## config.mk

```make
export PLATFORM = sky130hd
export DESIGN_NAME = popcount_seq
export DESIGN_NICKNAME = d
export VERILOG_FILES = /design/src/rtl/popcount_seq.sv
export SDC_FILE = /design/constraint.sdc
export NUM_CORES = 1
export LEC_CHECK = 0
export CAP_MARGIN = 20
export CELL_PAD_IN_SITES_DETAIL_PLACEMENT = 1
export CELL_PAD_IN_SITES_GLOBAL_PLACEMENT = 2
export CORE_MARGIN = 3
export CORE_UTILIZATION = 24
export CTS_CLUSTER_SIZE = 14
export DETAILED_ROUTE_END_ITERATION = 16
export PLACE_DENSITY = 0.62
export SLEW_MARGIN = 20
export SYNTH_ARGS = -nofsm -noshare
export SYNTH_HDL_FRONTEND = slang
export SYNTH_SLANG_ARGS = --single-unit
```

## constraint.sdc

```tcl
create_clock -name clk -period 3.7 [get_ports clk]
set_clock_uncertainty 0.2 [all_clocks]
set_input_delay 0.74 -clock clk [delete_from_list [all_inputs] [get_ports clk]]
set_output_delay 0.74 -clock clk [all_outputs]
set_load 0.01 [all_outputs]
```

## src/rtl/popcount_seq.sv

```systemverilog
// Burst popcount sequencer: streams 8-bit words through an 8-to-4 compressor,
// accumulates the per-word counts and presents the total with a threshold compare.

module adder_8to4 (
  input  logic [7:0] in_word,
  output logic [3:0] cnt
);
  logic [1:0] s01, s23, s45, s67;
  logic [2:0] s0123, s4567;

  always_comb begin
    s01   = {1'b0, in_word[0]} + {1'b0, in_word[1]};
    s23   = {1'b0, in_word[2]} + {1'b0, in_word[3]};
    s45   = {1'b0, in_word[4]} + {1'b0, in_word[5]};
    s67   = {1'b0, in_word[6]} + {1'b0, in_word[7]};
    s0123 = {1'b0, s01} + {1'b0, s23};
    s4567 = {1'b0, s45} + {1'b0, s67};
    cnt   = {1'b0, s0123} + {1'b0, s4567};
  end
endmodule

module popcount_seq #(
  parameter int LEN_W = 8,
  parameter int ACC_W = 12
) (
  input  logic             clk,
  input  logic             rst_n,
  input  logic             start,
  input  logic [LEN_W-1:0] len,
  input  logic [ACC_W-1:0] thr,
  output logic             busy,
  input  logic             in_valid,
  output logic             in_ready,
  input  logic [7:0]       in_data,
  output logic             out_valid,
  input  logic             out_ready,
  output logic [ACC_W-1:0] out_sum,
  output logic             out_act
);
  // state | meaning
  // IDLE  | waiting for start
  // RUN   | accepting words, accumulating the previous one
  // DRAIN | final accumulate of the last word
  // DONE  | result presented until out_ready
  typedef enum logic [1:0] {IDLE, RUN, DRAIN, DONE} state_t;

  generate
    if (ACC_W < LEN_W + 4) begin : g_bad_acc_w
      $error("popcount_seq: ACC_W must be at least LEN_W+4");
    end
  endgenerate

  state_t           state, state_nxt;
  logic [LEN_W-1:0] rem;
  logic [ACC_W-1:0] thr_q;
  logic [ACC_W-1:0] acc;
  logic [7:0]       word;
  logic             word_vld;
  logic [3:0]       word_cnt;
  logic             launch;
  logic             accept;

  adder_8to4 u_adder (
    .in_word (word),
    .cnt     (word_cnt)
  );

  assign launch = (state == IDLE) && start;
  assign accept = (state == RUN) && in_valid;

  always_comb begin
    state_nxt = state;
    case (state)
      IDLE:    if (start) state_nxt = (len == '0) ? DONE : RUN;
      RUN:     if (in_valid && rem == LEN_W'(1)) state_nxt = DRAIN;
      DRAIN:   state_nxt = DONE;
      DONE:    if (out_ready) state_nxt = IDLE;
      default: state_nxt = IDLE;
    endcase
  end

  always_ff @(posedge clk or negedge rst_n) begin
    if (!rst_n) begin
      state    <= IDLE;
      rem      <= '0;
      thr_q    <= '0;
      acc      <= '0;
      word     <= '0;
      word_vld <= 1'b0;
    end else begin
      state    <= state_nxt;
      word_vld <= accept;
      if (launch) begin
        rem   <= len;
        thr_q <= thr;
      end else if (accept) begin
        rem <= rem - LEN_W'(1);
      end
      if (accept) word <= in_data;
      // word_vld is never set in IDLE, so the launch clear cannot collide with an add
      if (launch)
        acc <= '0;
      else if (word_vld)
        acc <= acc + {{(ACC_W-4){1'b0}}, word_cnt};
    end
  end

  assign busy      = (state != IDLE);
  assign in_ready  = (state == RUN);
  assign out_valid = (state == DONE);
  assign out_sum   = acc;
  assign out_act   = (state == DONE) && (acc >= thr_q);
endmodule
```

==> impl_results.md, run 1 <==
- Post-synth top area share: between 40% and 50%
- Chip height: about 110 µm
- Critical path arrival: around 3.6 ns
- Final hold slack: ~0.22 ns
- FP Rows: 36
- CP required: roughly 3.7 ns
- Most frequent cells in the layout: 47 x clkdlybuf4s50_1, 43 x dfrtp_1, 39 x nand2_1
- CP endpoint kind: register
- Core Area: approximately 10000 µm²
- Vias in the first global route: between 2k and 2.5k
- CTS tree: built
- Die area: around 12000 µm²
- Tcrit/Tclk final: a little over nine tenths
- Worst setup SP type: register
- Clock latency on the worst-skew pair: about 0.30 ns
- Slew Viols, Final: 0
- Synth top area cells: dfrtp_1 43%, ha_1 12%, nand2_1 5.8%
- Max FO, Critical Path: 4
- Cells after Synth: ~270
- RSZ-0062 raised after global routing: yes
- Final Hold Vio Count: 0
- Library cells used by synthesis: 37
- Type of the most critical hold path: in -> async
- Pwr Density: a little over 800 nW/µm²
- Post-route DRC: 0
- First-pass GRT wire length: approximately 10000 µm
- I/O pin count: 49
- Fmax: ~270 MHz
- Post-layout minimum cycle time: roughly 3.6 ns
- Root buffer cell: clkbuf_8
- Share of layout cells above drive strength 1: a little over a tenth
- Setup CP Type: reg -> reg
- WL per Instance: 13.9 µm
- Outcome: complete, no violations
- Post-DRT Antenna Nets: 0
- VDD IR max: 0.330 mV
- Gpl congestion: ~0.73
- GRT overflow: 0
- DR pass1 iterations: 2
- Share of flip-flops with an asynchronous set or reset: 100%
- Vias: just under 2k
- Ant. Diodes: 0
- Input/output buffers: between 40 and 50
- Synth Register Bits: 43
- Max Cap Violations: 0
- Largest net degree at the start of global routing: 50
- Starting Density: approximately 25%
- Cts hold-fix bufs: 0
- Pre-CTS setup slack: -0.118 ns
- Sequential element share of the synthesized area: approximately 43%
- Prevailing post-synth register cell: dfrtp_1
- Synthesized cell area: around 2500 µm²
- Vias per cell: 4.36
- CTS Buffer Depth: 2
- GRT Overall Usage: about 11%
- Relative max-transition margin: approximately three fifths
- Final WL: approximately 6300 µm
- CTS H-Tree Depth: 2
- Dpl hpwl: between 4000 and 5000 µm
- Measured slew at the worst slew-check pin: roughly 0.58 ns
- Clk sinks: 43
- Synth Net Count: 328
- EDFF count, synth: 0
- Synth Area per Inst: 9.50 µm²
- Clock Pin Slew Worst Setup and Hold Paths: about 0.090 ns
- Nets@finish: 384
- Area leader, netlist: dfrtp_1
- Die W: 108 µm
- Most common cell after layout, fill and taps aside: clkdlybuf4s50_1
- P&R area growth vs syn: 32.9%
- Final worst slack: between 0.05 and 0.06 ns
- Initial DRC Count: 68
- Final setup fails: 0
- Static leakage: 0.00148 µW
- TritonCTS buffer count: 5
- Ys Warns: 0
- # fillers: between 1k and 1.5k
- Initial antenna violation count: 0
## flip-flops by register name, indices dropped and copies added, names as in the netlist
register,flops
word,8
state,2
out_sum,12
thr_q,12
word_vld,1
rem,8
## power by group
part / switching [µW] / leakage, µW / internal [µW]
combinational: 825 / 0.000879 / 817
clock: 176 / 0.0000505 / 170
sequential: 129 / 0.000545 / 657
## synth_stat cells (all sizes together), types with 3 or more instances
cell type / number
clkbuf: 3
nand2: 39
buf: 6
inv: 31
nand4: 3
a211oi: 4
mux2i: 5
nand3: 3
dfrtp: 43
fa: 5
xor2: 4
a21oi: 6
nor3: 4
nor4: 4
o21ai: 32
and2: 4
xnor2: 10
nor2: 17
ha: 25
## stage by stage
stage | setup TNS, ns | util, % | total power (µW) | cells | area, µm²
3_3_place_gp | -0.0310 | 31.6 | 2240 | 442 | 3160
2_1_floorplan | 0 | - | 1790 | 265 | 2520
5_1_grt | -0.232 | 33.5 | 3070 | 455 | 3350
6_report | 0 | 33.5 | 2770 | 455 | 3350
4_1_cts | 0 | 32.9 | 2790 | 452 | 3290
3_5_place_dp | -0.262 | 31.6 | 2310 | 442 | 3160
## metal layers
metal  share of wire [%]  GRT usage (%)
met3                 4.4           2.51
met2                  47           18.1
met4                 1.4           3.79
met1                  48           14.5
met5                   0              0
## cell families after synthesis
kind of cell               after synthesis  synth area share, %
AOI/OAI and AO/OA                       49                 11.5
xor gates and xnor gates                14                 4.87
adders and majority gates               30                 16.4
buffers and inverters                   40                 6.36
DFF                                     43                 42.7
muxes                                    7                 2.88
and+or+nand+nor                         82                 15.3
## final timing paths
check | start | endpoint | slack [ns] | cells after the start
max reg2reg | out_sum[0] | out_sum[8] | 0.06 | 11
max | out_sum[0] | out_sum[8] | 0.06 | 11
min reg2reg | thr_q[0] | thr_q[0] | 0.33 | 2
min | rst_n | thr_q[5] | 0.22 | 1
max in group asynchronous | rst_n | word[3] | 2.68 | 1
min in group clk | thr_q[0] | thr_q[0] | 0.33 | 2
## layout make-up
cell class                 instances  area, µm²  share of cell area [%]
clock buffer                       7       96.3                    2.88
clock inverter                     1       7.51                   0.224
inverter                          31        116                    3.48
multi-input combinational        182       1330                    39.8
sequential                        43       1080                    32.1
tap                              133        166                    4.97
timing repair buffer              58        553                    16.5
## critical path, cell delays in order, from the launching register on
cell and delay (ns):
dfrtp_1 0.41, fa_1 0.54, inv_1 0.05, fa_1 0.49, fa_1 0.44, fa_2 0.37
fa_2 0.35, nand2b_4 0.15, a21oi_4 0.16, and3_4 0.21, xnor2_2 0.10, nor2_1 0.05
## what timing repair did
action	in CTS	in global routing
resized for setup	3	5
buffers inserted	2	3
pin swaps	4	1
setup endpoints to repair	3	3
No activity file was read; power rests on OpenSTA's default activity.
==> inputs of run 2 (changes only) <==
- ABC_CLOCK_PERIOD_IN_PS: unset -> 3700
==> results of run 2 <==
Same layout as run 1: the final DEF is identical, and so are final timing and power.
